### config.mk
export PLATFORM = sky130hd
export DESIGN_NAME = inst_fetch
export DESIGN_NICKNAME = d
export VERILOG_FILES = /design/src/rtl/inst_fetch.sv
export SDC_FILE = /design/constraint.sdc
export NUM_CORES = 1
export LEC_CHECK = 0
export ABC_CLOCK_PERIOD_IN_PS = 5500
export CAP_MARGIN = 20
export CORE_MARGIN = 5
export CORE_UTILIZATION = 27
export CTS_CLUSTER_SIZE = 24
export DETAILED_ROUTE_END_ITERATION = 10
export DONT_BUFFER_PORTS = 1
export SLEW_MARGIN = 20
export SYNTH_ARGS = -nofsm -noshare
export SYNTH_HDL_FRONTEND = slang
export SYNTH_SLANG_ARGS = --single-unit
### constraint.sdc
create_clock -name I_clk -period 5.5 [get_ports I_clk]
set_input_delay 1.1 -clock I_clk [delete_from_list [all_inputs] [get_ports I_clk]]
set_output_delay 1.1 -clock I_clk [all_outputs]
set_load 0.02 [all_outputs]
### src/rtl/inst_fetch.sv
// -----------------------------------------------------------------------------
// inst_fetch
//   Instruction fetch unit. Issues single-outstanding word reads to instruction
//   memory over a req/ack handshake, buffers returned words in a 2-entry queue
//   and presents the queue head to the decoder. Supports decoder back-pressure
//   (I_stall) and single-cycle branch redirects from execute (I_branch).
//
// Parameters
//   RESET_PC    : fetch address loaded at reset
//   PC_INC      : address increment per instruction (word-addressed memory)
//
// Ports
//   I_clk       : clock, rising edge
//   I_rstn      : synchronous active-low reset
//   I_run       : fetch enable; no new requests are raised while low
//   I_stall     : decoder cannot accept; head outputs hold
//   I_branch    : redirect strobe (priority over stall, push and pop)
//   I_branch_pc : redirect target, sampled with I_branch
//   O_mem_req   : memory read request
//   O_mem_addr  : request address, stable while O_mem_req is high
//   I_mem_ack   : read data valid, honoured only while O_mem_req is high
//   I_mem_data  : read data, sampled on an ack edge
//   O_inst      : queue-head instruction
//   O_en        : queue non-empty
//   O_pc        : address of O_inst
// -----------------------------------------------------------------------------
module inst_fetch #(
    parameter logic [15:0] RESET_PC = 16'h0000,
    parameter logic [15:0] PC_INC   = 16'd1
) (
    input  logic        I_clk,
    input  logic        I_rstn,
    input  logic        I_run,
    input  logic        I_stall,
    input  logic        I_branch,
    input  logic [15:0] I_branch_pc,
    output logic        O_mem_req,
    output logic [15:0] O_mem_addr,
    input  logic        I_mem_ack,
    input  logic [15:0] I_mem_data,
    output logic [15:0] O_inst,
    output logic        O_en,
    output logic [15:0] O_pc
);

    typedef enum logic {
        ST_IDLE = 1'b0,
        ST_BUSY = 1'b1
    } state_t;

    state_t      state_r;
    state_t      state_next_s;
    logic        mem_req_s;
    logic        raise_s;

    logic [15:0] next_pc_r;
    logic [15:0] next_pc_next_s;
    logic [15:0] mem_addr_r;
    logic [15:0] mem_addr_next_s;
    logic [15:0] pc_src_s;
    logic        drop_r;
    logic        drop_next_s;

    // Queue: head is always the oldest entry, tail the younger one.
    logic [15:0] head_inst_r;
    logic [15:0] head_pc_r;
    logic [15:0] tail_inst_r;
    logic [15:0] tail_pc_r;
    logic [15:0] head_inst_next_s;
    logic [15:0] head_pc_next_s;
    logic [15:0] tail_inst_next_s;
    logic [15:0] tail_pc_next_s;
    logic [1:0]  count_r;
    logic [1:0]  count_mid_s;
    logic [1:0]  count_next_s;
    logic        en_r;

    logic        ack_s;
    logic        push_s;
    logic        pop_s;
    logic        issue_s;

    // Handshake qualifiers: an ack only counts while a request is up, and a
    // branch both blocks the push of returning data and the decoder pop.
    always_comb begin
        ack_s   = mem_req_s & I_mem_ack;
        push_s  = ack_s & ~drop_r & ~I_branch;
        pop_s   = (count_r != 2'd0) & ~I_stall & ~I_branch;
        issue_s = I_run & (count_next_s <= 2'd1);
    end

    // Queue next-state: pop shifts tail into head, then a push lands behind
    // whatever remains; a branch flushes everything.
    always_comb begin
        head_inst_next_s = head_inst_r;
        head_pc_next_s   = head_pc_r;
        tail_inst_next_s = tail_inst_r;
        tail_pc_next_s   = tail_pc_r;
        count_mid_s      = count_r;
        count_next_s     = count_r;
        if (I_branch) begin
            count_next_s = 2'd0;
        end else begin
            if (pop_s) begin
                head_inst_next_s = tail_inst_r;
                head_pc_next_s   = tail_pc_r;
                count_mid_s      = count_r - 2'd1;
            end else begin
                count_mid_s = count_r;
            end
            if (push_s) begin
                case (count_mid_s)
                    2'd0: begin
                        head_inst_next_s = I_mem_data;
                        head_pc_next_s   = mem_addr_r;
                        count_next_s     = 2'd1;
                    end
                    2'd1: begin
                        tail_inst_next_s = I_mem_data;
                        tail_pc_next_s   = mem_addr_r;
                        count_next_s     = 2'd2;
                    end
                    // A request is only raised with room for its data, so a
                    // push into a full queue cannot happen; hold the count.
                    default: begin
                        count_next_s = count_mid_s;
                    end
                endcase
            end else begin
                count_next_s = count_mid_s;
            end
        end
    end

    // FSM state register.
    always_ff @(posedge I_clk) begin
        if (!I_rstn) begin
            state_r <= ST_IDLE;
        end else begin
            state_r <= state_next_s;
        end
    end

    // FSM next-state: a request stays up until acked; on completion (or when
    // idle) a new one is raised if the queue will have room for its data.
    always_comb begin
        state_next_s = state_r;
        raise_s      = 1'b0;
        case (state_r)
            ST_IDLE: begin
                if (issue_s) begin
                    state_next_s = ST_BUSY;
                    raise_s      = 1'b1;
                end else begin
                    state_next_s = ST_IDLE;
                end
            end
            ST_BUSY: begin
                if (ack_s && issue_s) begin
                    state_next_s = ST_BUSY;
                    raise_s      = 1'b1;
                end else if (ack_s) begin
                    state_next_s = ST_IDLE;
                end else begin
                    state_next_s = ST_BUSY;
                end
            end
            default: begin
                state_next_s = ST_IDLE;
            end
        endcase
    end

    // FSM outputs: the request line is a pure decode of the state register.
    always_comb begin
        case (state_r)
            ST_BUSY: mem_req_s = 1'b1;
            ST_IDLE: mem_req_s = 1'b0;
            default: mem_req_s = 1'b0;
        endcase
    end

    // Address path: a branch redirects the fetch stream immediately, so a
    // request raised on the branch edge already targets I_branch_pc.
    always_comb begin
        pc_src_s = I_branch ? I_branch_pc : next_pc_r;
        if (raise_s) begin
            mem_addr_next_s = pc_src_s;
            next_pc_next_s  = pc_src_s + PC_INC;
        end else begin
            mem_addr_next_s = mem_addr_r;
            next_pc_next_s  = pc_src_s;
        end
    end

    // Drop flag: a branch during an unacked request marks its data stale;
    // the ack that completes that request clears it.
    always_comb begin
        if (ack_s) begin
            drop_next_s = 1'b0;
        end else if (I_branch && mem_req_s) begin
            drop_next_s = 1'b1;
        end else begin
            drop_next_s = drop_r;
        end
    end

    // Datapath registers: addresses, drop flag and queue storage.
    always_ff @(posedge I_clk) begin
        if (!I_rstn) begin
            next_pc_r   <= RESET_PC;
            mem_addr_r  <= RESET_PC;
            drop_r      <= 1'b0;
            head_inst_r <= 16'h0000;
            head_pc_r   <= RESET_PC;
            tail_inst_r <= 16'h0000;
            tail_pc_r   <= RESET_PC;
            count_r     <= 2'd0;
            en_r        <= 1'b0;
        end else begin
            next_pc_r   <= next_pc_next_s;
            mem_addr_r  <= mem_addr_next_s;
            drop_r      <= drop_next_s;
            head_inst_r <= head_inst_next_s;
            head_pc_r   <= head_pc_next_s;
            tail_inst_r <= tail_inst_next_s;
            tail_pc_r   <= tail_pc_next_s;
            count_r     <= count_next_s;
            en_r        <= (count_next_s != 2'd0);
        end
    end

    assign O_mem_req  = mem_req_s;
    assign O_mem_addr = mem_addr_r;
    assign O_inst     = head_inst_r;
    assign O_pc       = head_pc_r;
    assign O_en       = en_r;

endmodule

==> results.cfg, run 1 <==
[layout]
fin_nets = 524
diodes = 0
area_growth_pct = 10.2
drive_gt1_frac = 0.0963
stdcell_count = 704
utilization = 0.302
fillers = 1701

[synthesis]
yosysWarnings = 0
synth_xor_area_frac = 0.0101
synth.distinct_cells = 56
netlist_top_cells_count = dfxtp_1, nor2_1, nand2_1
synth_edf_count = 0
synth-compound-area-share = 0.211
synth_area_um2 = 4360
syn-num-nets = 543
synthMuxAreaShare = 0.0442
yosysTopAreaCell = dfxtp_1
yosysTopAreaCellShare = 0.464
syn_inst = 502
synth_top_family_by_area = simple AND/OR/NAND/NOR gates
synthAdderAreaFrac = 0.00862
ys.flop_type = dfxtp_1
yosysSeqAreaShare = 0.464
post-synth-top-count-cell = dfxtp_1
ys_ff_latch = 101
synth.area.top_cells = dfxtp_1, nor2_1, o221ai_1
synthArstFlopShare = 0
syn_avg_cell_area_um2 = 8.68
yosys.area_share.simple = 0.220

[global_routing]
antenna_found_initial = 0
use_met2 = 0.201
grt_util_met3 = 0.0518
grtUsageMet1 = 0.154
grt_usage = 0.125
grt_pass1_wl_um = 18300
grt_most_used_layer = met2
grt_max_degree = 42
gr-total-overflow = 0
grt_pass1_vias = 3340

[worst_setup_path]
cp.required_ns = 5.71
cp_max_fo = 19
path_class = register to register
worstReg2RegEnd = O_mem_addr[10]
critPathBufInv = 2
crit_family = simple AND/OR/NAND/NOR gates
start_kind = register
crit_cells = 8
crit_start = count_r[0]
ff2ff_path_depth = 8
arrival_ns = 3.06
max_stage_delay_ns = 0.75
crit_end = O_mem_addr[10]
rrSetupSlack_ns = 2.66
worstReg2RegStart = count_r[0]
endpoint_kind = register
cpMaxStageDelayCell = nor3_4
worstPathCellList = inv_1 > ha_1 > o21ai_0 > a211oi_4 > nor3_4 > buf_4 > mux2i_1 > nor2_1

[timing]
setup_viol = 0
hold_viol = 0
max_freq_mhz = 352
finalCritPeriodShare = 0.517
slew_violations = 0
worstMarginPinSlew_ns = 0.866
rsz0062_at_grt = no
finClkSkew_ns = 0.00871
fin_tns_setup_ns = 0
whs_ns = 0.456
relSlewSlack = 0.421
post-route-min-period_ns = 2.84

[power]
pwr_density_cell_nw_per_um2 = 327
switchingPower_mw = 0.405
p_clk_frac = 0.401
leakage_nw = 1.69
p_int_mw = 1.16
comb_power_share = 0.074
vdd_drop_max_uv = 189
total_power_mw = 1.57
swShare = 0.258
seqPwrFrac = 0.525

[floorplan]
coreArea_um2 = 15900
ios = 88
num_rows = 46
dieArea_um2 = 18800
die_x_um = 137
initial_core_util = 0.274
die_h_um = 137

[routing]
vias = 3509
viasPerCell = 4.98
initialDrtViolationCount = 211
route.detailed.drc = 0
drtPass1Iterations = 4
wl_per_cell_um = 16.4
wl_um = 11500
antenna_left = 0

[clocking]
cts-htree-levels = 3
numClockSinks = 101
cts_tree = built
postCtsHoldBufs = 0
post_cts_buffers = 0
clk_pin_slew_ns = 0.07
cts-root-buf = clkbuf_16
cts_made_buffers = 9
ctsResizeCount = 0
insertion_delay_ns = 0.34
cts_max_path_buffers = 2

[worst_hold_path]
hp-class = register to register

[placed_design]
port_buffers = 0
place.gp.congestion = 0.805
hpwlAfterDp_um = 8010
dp.cells = 688

[job]
drv_cap = 0

[run_status]
status = finished, final reports clean
worst register-to-register path, stage by stage, from the launching register on:
cell	delay, ns
dfxtp_1	0.41
inv_1	0.10
ha_1	0.26
o21ai_0	0.36
a211oi_4	0.20
nor3_4	0.75
buf_4	0.37
mux2i_1	0.21
nor2_1	0.05
area by class of cell:
class	count	area, um^2	share of cell area
sequential	101	2020	0.421
clock buffer	10	229	0.0477
multi-input combinational	361	2160	0.450
clock inverter	6	62.6	0.0130
inverter	5	18.8	0.00391
timing repair buffer	5	37.5	0.00782
tap	216	270	0.0563
sequential cells by signal (all words and copies together) (netlist names):
| signal | cells |
|---|---|
| O_en | 1 |
| O_inst | 16 |
| O_mem_addr | 16 |
| O_pc | 16 |
| count_r | 2 |
| drop_r | 1 |
| next_pc_r | 16 |
| state_r | 1 |
| tail_inst_r | 16 |
| tail_pc_r | 16 |
worst min path at each step:
stage	from	end	slack, ns	cells past startpoint
after global routing	tail_pc_r[15]	tail_pc_r[15]	0.48	2
after CTS	tail_pc_r[5]	tail_pc_r[5]	0.46	2
after detailed placement	tail_pc_r[5]	tail_pc_r[5]	0.45	2
after global placement	tail_pc_r[5]	tail_pc_r[5]	0.44	2
after floorplan	tail_inst_r[0]	tail_inst_r[0]	0.44	2
final	tail_pc_r[9]	tail_pc_r[9]	0.46	2
power groups by stage:
stage / combinational, mW / clock, mW / sequential [mW]
finish: 0.116 / 0.629 / 0.824
global route: 0.131 / 0.681 / 0.829
CTS: 0.116 / 0.649 / 0.825
detailed placement: 0.116 / 0 / 0.842
global placement: 0.111 / 0 / 0.841
floorplan: 0.106 / 0 / 0.826
routing by layer:
layer | vias to the layer above | share of wire | routed length, um
li1 | 1759 | - | -
met3 | 13 | 0.088 | 1020
met4 | 0 | 0.012 | 139
met2 | 104 | 0.47 | 5460
met5 | - | 0 | 0
met1 | 1633 | 0.43 | 4920
cell families (layout without fill, tap and decap cells):
group | Yosys count | in the layout
XOR/XNOR | 5 | 5
AO/OA/AOI/OAI | 122 | 122
multiplexers | 19 | 19
buffers and inverters | 40 | 26
adder cells (fa/ha/maj) | 3 | 3
AND/OR/NAND/NOR | 212 | 212
flip-flops | 101 | 101
cell usage in the layout, fill, tap and decap left out, types with 2 or more instances in the layout:
cell type and instances:
dfxtp_1 101, nor2_1 95, nand2_1 73, a21oi_1 41
o221ai_1 32, mux2i_1 17, a211oi_2 12, clkbuf_16 9
nand3_1 8, o21ai_0 6, buf_4 5, inv_1 4
or3_1 4, and3_1 4, and4_1 3, nand4_1 3
and2_1 3, a21o_1 3, xor2_1 3, a211oi_1 3
ha_1 3, clkinv_2 3, mux2_2 2, nor3_1 2
xnor2_1 2, nand3b_1 2, a21oi_2 2, o21ai_2 2
and4b_1 2, nand2b_1 2, nor4_4 2, a31o_1 2
nor4_1 2, a31oi_1 2, o31ai_1 2, o21a_1 2
stage by stage:
stage | area, um^2 | setup WS [ns]
after CTS | 4800 | 2.60
after floorplan | 4360 | 2.52
after global routing | 4800 | 2.48
after global placement | 4510 | 2.27
after detailed placement | 4510 | 2.26
final | 4800 | 2.66
No activity file was read; power rests on OpenSTA's default activity.
==> inputs of run 2 (changes only) <==
--- a/config.mk
+++ b/config.mk
@@ -5,7 +5,7 @@
 export SDC_FILE = /design/constraint.sdc
 export NUM_CORES = 1
 export LEC_CHECK = 0
-export ABC_CLOCK_PERIOD_IN_PS = 5500
+export ABC_CLOCK_PERIOD_IN_PS = 2600
 export CAP_MARGIN = 20
 export CORE_MARGIN = 5
 export CORE_UTILIZATION = 27
==> constraint.sdc (replaced) <==
create_clock -name I_clk -period 2.6 [get_ports I_clk]
set_input_delay 0.52 -clock I_clk [delete_from_list [all_inputs] [get_ports I_clk]]
set_output_delay 0.52 -clock I_clk [all_outputs]
set_load 0.02 [all_outputs]
==> run 2 against run 1 <==
Core utilization is 0.80 points higher. Sequential share of layout area shrank 1.1 points. Fmax increased by 23%. Wire length up 3.8%. Largest cell class unchanged. Sequential power up 110%. Register-to-register slack got worse by 2.4 ns. Combinational power grew 130%. Design area up 2.6%. Power up 120%. Count of clock-buffer cells in the layout down 1.
==> results.cfg, run 2 (same netlist as run 1, synthesis figures left out) <==
[run_status]
status = finished, final reports clean

[power]
vdd_drop_max_uv = 320
pwr_density_cell_nw_per_um2 = 690
leakage_nw = 1.76

[clocking]
clk_pin_slew_ns = 0.07
cts_tree = built
cts-root-buf = clkbuf_16
ctsResizeCount = 0
cts_made_buffers = 9
numClockSinks = 101
insertion_delay_ns = 0.36
cts_max_path_buffers = 2
cts-htree-levels = 3

[worst_setup_path]
crit_family = simple AND/OR/NAND/NOR gates
crit_end = next_pc_r[1]
worstReg2RegStart = count_r[1]
crit_start = count_r[1]
rrSetupSlack_ns = 0.28
cpMaxStageDelayCell = or3_4
start_kind = register
worstReg2RegEnd = next_pc_r[1]
ff2ff_path_depth = 8
critPathBufInv = 2
worstPathCellList = inv_1 > ha_1 > or3_4 > a211oi_4 > buf_4 > or3_1 > mux2i_1 > nor2_1
endpoint_kind = register
path_class = register to register
crit_cells = 8
arrival_ns = 2.54
max_stage_delay_ns = 0.42
cp_max_fo = 7
cp.required_ns = 2.82

[timing]
max_freq_mhz = 431
relSlewSlack = 0.574
setup_viol = 0
fin_tns_setup_ns = 0
whs_ns = 0.251
rsz0062_at_grt = no
finClkSkew_ns = 0.00947
finalCritPeriodShare = 0.892
finalWorstSetupSlack_ns = 0.280
slew_violations = 0
hold_viol = 0
post-route-min-period_ns = 2.32
worstMarginPinSlew_ns = 0.621

[global_routing]
grt_most_used_layer = met2
grt_max_degree = 42
grtUsageMet1 = 0.155
grt_usage = 0.130
use_met2 = 0.211
grt_pass1_wl_um = 18700
grt_util_met3 = 0.0647
antenna_found_initial = 0
gr-total-overflow = 0
grt_pass1_vias = 3468

[layout]
final_cell_mix = dfxtp_1, nor2_1, nand2_1
drive_gt1_frac = 0.116
area_growth_pct = 13.1
diodes = 0
final_common_cell = dfxtp_1
fin_nets = 536

[floorplan]
dieArea_um2 = 18800
initial_core_util = 0.274
die_x_um = 137
coreArea_um2 = 15900
ios = 88
die_h_um = 137
num_rows = 46

[placed_design]
place.gp.congestion = 0.757
port_buffers = 0
dp_slack_ns = 0.0668
hpwlAfterDp_um = 8190

[worst_hold_path]
hp-class = primary input to register

[routing]
route.detailed.drc = 0
drtPass1Iterations = 6
wl_per_cell_um = 16.7
viasPerCell = 5.06
antenna_left = 0
vias = 3626
initialDrtViolationCount = 149
wl_um = 12000

[job]
drv_cap = 0
==> run 2: changes by cell type in the layout (fill, tap and decap cells not counted), sizes merged <==
| cell | change |
|---|---|
| clkinvlp | +1 |
| buf | +12 |
| clkbuf | -1 |
| inv | +1 |
| clkinv | -1 |
==> run 2: layout make-up <==
type,instances,area [um^2]
Clock buffer,9,225
Clock inverter,7,81.3
Fill cell,1674,11000
Inverter,5,18.8
Multi-Input combinational cell,361,2160
Sequential cell,101,2020
Tap cell,216,270
Timing Repair Buffer,17,153
==> run 2: routing by layer <==
metal | vias to the layer above | part of all wire
li1 | 1774 | -
met1 | 1722 | 0.42
met2 | 122 | 0.47
met3 | 8 | 0.10
met4 | 0 | 0.0060
met5 | - | 0
==> run 2: worst reg2reg max path, cell delays in order (launching register included) <==
cell and delay, ns:
dfxtp_1 0.37, inv_1 0.08, ha_1 0.25, or3_4 0.42
a211oi_4 0.30, buf_4 0.23, or3_1 0.24, mux2i_1 0.23
nor2_1 0.06
==> run 2: how the worst min path moves through the flow <==
| stage | from | to | slack [ns] | cells past startpoint |
|---|---|---|---|---|
| finish | I_mem_ack | drop_r | 0.25 | 1 |
| global route | I_mem_ack | drop_r | 0.25 | 1 |
| CTS | I_mem_ack | drop_r | 0.24 | 1 |
| detailed placement | tail_pc_r[6] | tail_pc_r[6] | 0.45 | 2 |
| global placement | tail_pc_r[5] | tail_pc_r[5] | 0.44 | 2 |
| floorplan | tail_inst_r[0] | tail_inst_r[0] | 0.44 | 2 |
==> run 2: where the power goes <==
part           switching, mW  total [mW]  internal [mW]
registers              0.123        1.74           1.61
clock network          0.636        1.39          0.759
logic                  0.154       0.268          0.114
total                  0.913        3.40           2.49
==> run 2: stage by stage <==
| stage | cells | utilization | area [um^2] | total power [mW] |
|---|---|---|---|---|
| after detailed placement | 694 | 0.288 | 4580 | 2.03 |
| after CTS | 710 | 0.307 | 4880 | 3.44 |
| after floorplan | 502 | - | 4360 | 1.97 |
| final | 716 | 0.310 | 4930 | 3.40 |
| after global placement | 694 | 0.288 | 4580 | 2.02 |
| after global routing | 716 | 0.310 | 4930 | 3.55 |
==> run 2: what timing repair did <==
action / in CTS / in global routing
setup buffers: 0 / 6
hold buffers: 0 / 0
setup endpoints to repair: 0 / 9
==> inputs of run 3 (changes only) <==
--- a/config.mk
+++ b/config.mk
@@ -5,13 +5,13 @@
 export SDC_FILE = /design/constraint.sdc
 export NUM_CORES = 1
 export LEC_CHECK = 0
-export ABC_CLOCK_PERIOD_IN_PS = 2600
-export CAP_MARGIN = 20
+export ABC_CLOCK_PERIOD_IN_PS = 2200
 export CORE_MARGIN = 5
 export CORE_UTILIZATION = 27
 export CTS_CLUSTER_SIZE = 24
 export DETAILED_ROUTE_END_ITERATION = 10
 export DONT_BUFFER_PORTS = 1
+export SKIP_CTS_REPAIR_TIMING = 1
 export SLEW_MARGIN = 20
 export SYNTH_ARGS = -nofsm -noshare
 export SYNTH_HDL_FRONTEND = slang
==> constraint.sdc (replaced) <==
create_clock -name I_clk -period 2.2 [get_ports I_clk]
set_input_delay 0.44 -clock I_clk [delete_from_list [all_inputs] [get_ports I_clk]]
set_output_delay 0.44 -clock I_clk [all_outputs]
set_load 0.02 [all_outputs]
==> run 3 against run 2 <==
Cell count increased by 0.84%. Sequential cell count unchanged. Core utilization increased by 1.0 points. Combinational power increased by 20%. Sequential share of layout area decreased by 1.3 points. Register-to-register slack got worse by 0.24 ns. Sequential power increased by 18%. Via count increased by 0.30%. Clock skew decreased by 0.0021 ns. Global-route usage decreased by 0.28 points. Non-clock buffer count increased by 6. Critical path type unchanged. Critical endpoint is now next_pc_r[15]. Largest power group unchanged.
==> results.cfg, run 3 (same netlist as run 1, synthesis figures left out) <==
[run_status]
status = finished, final reports clean

[placed_design]
port_buffers = 0
dp_slack_ns = -0.0323
place.gp.congestion = 0.801
hpwlAfterDp_um = 8210

[worst_setup_path]
cp.required_ns = 2.44
worstReg2RegEnd = next_pc_r[15]
worstReg2RegStart = count_r[0]
arrival_ns = 2.40
rrSetupSlack_ns = 0.04
path_class = register to register
cp_max_fo = 9
endpoint_kind = register
start_kind = register
ff2ff_path_depth = 9

[routing]
route.detailed.drc = 0
top_layer = met4
wl_met3_um = 1100
wl_per_cell_um = 17.2
viasPerCell = 5.04
drtPass1Iterations = 4
wl_met2_um = 5740
antenna_left = 0
vias = 3637
initialDrtViolationCount = 171
wl_um = 12400
met1_length_um = 5380

[power]
vdd_drop_max_uv = 423
leakage_nw = 1.85
pwr_density_cell_nw_per_um2 = 809

[timing]
finalCritPeriodShare = 0.981
whs_ns = 0.171
worstMarginPinSlew_ns = 0.531
post-route-min-period_ns = 2.16
slew_violations = 0
relSlewSlack = 0.646
setup_viol = 0
finalWorstSetupSlack_ns = 0.0413
rsz0062_at_grt = yes
max_freq_mhz = 463
finClkSkew_ns = 0.00741
hold_viol = 0

[clocking]
insertion_delay_ns = 0.35
cts-htree-levels = 3
cts_max_path_buffers = 2
cts-root-buf = clkbuf_16
clk_pin_slew_ns = 0.07
cts_made_buffers = 9
cts_tree = built
numClockSinks = 101

[floorplan]
coreArea_um2 = 15900
ios = 88
initial_core_util = 0.274
die_x_um = 137
die_h_um = 137
num_rows = 46
dieArea_um2 = 18800

[layout]
final_cell_mix = dfxtp_1, nor2_1, nand2_1
area_growth_pct = 16.9
diodes = 0
drive_gt1_frac = 0.140
fillers = 1677
final_common_cell = dfxtp_1
fin_nets = 542

[global_routing]
grt_usage = 0.127
gr-total-overflow = 0
grt_max_degree = 42
antenna_found_initial = 0
grt_pass1_vias = 3458
grt_pass1_wl_um = 18700

[worst_hold_path]
hp-class = primary input to register
hp-start = I_mem_ack
min_to = drop_r
hold_depth = 1

[job]
drv_cap = 0
[run 3: changes by cell type in the layout (fill, tap and decap cells not counted), moves of 2 or more]
cell       delta
buf_6         +2
ha_1          -2
clkbuf_16     +3
clkinv_4      -2
ha_2          +2
[run 3: per-layer routing]
| layer | global-route usage | vias up |
|---|---|---|
| met3 | 0.0581 | 16 |
| met5 | 0 | - |
| met2 | 0.206 | 108 |
| met4 | 0.0355 | 0 |
| met1 | 0.152 | 1727 |
| li1 | - | 1786 |
[run 3: critical path: stages, from the launching register on]
cell	delay, ns
dfxtp_1	0.34
inv_1	0.07
ha_2	0.22
or3_4	0.40
a211oi_4	0.28
buf_6	0.19
nor4_4	0.05
buf_6	0.16
and4_1	0.17
o21a_1	0.16
[run 3: how the worst max path moves through the flow]
| stage | from | endpoint | slack, ns | cells past startpoint |
|---|---|---|---|---|
| finish | count_r[0] | next_pc_r[15] | 0.04 | 9 |
| CTS | count_r[1] | next_pc_r[15] | -0.05 | 8 |
| floorplan | count_r[0] | next_pc_r[1] | -0.0005 | 8 |
| global route | count_r[0] | next_pc_r[15] | -0.04 | 9 |
| detailed placement | count_r[1] | next_pc_r[15] | -0.03 | 8 |
| global placement | count_r[1] | O_mem_addr[10] | 0.05 | 8 |
[run 3: layout make-up]
class	instances	area, um^2	share of cell area
clock inverter	5	82.6	0.0162
clock buffer	11	243	0.0477
tap	216	270	0.0531
sequential	101	2020	0.397
multi-input combinational	361	2190	0.429
timing repair buffer	23	270	0.0531
inverter	5	18.8	0.00368
[run 3: metrics by stage]
step / total power, mW / area (um^2) / utilization / TNS [ns] / instances
floorplan: 2.33 / 4380 / - / -0.000484 / 502
global placement: 2.40 / 4640 / 0.292 / 0 / 700
detailed placement: 2.41 / 4640 / 0.292 / -0.0746 / 700
CTS: 4.16 / 4970 / 0.313 / -0.339 / 716
global route: 4.31 / 5090 / 0.321 / -0.0446 / 722
finish: 4.12 / 5090 / 0.321 / 0 / 722
[run 3: power breakdown]
part           internal [mW]  switching [mW]  total (mW)
registers               1.91           0.146        2.05
logic                  0.140           0.181       0.321
clock network           1.03           0.714        1.75
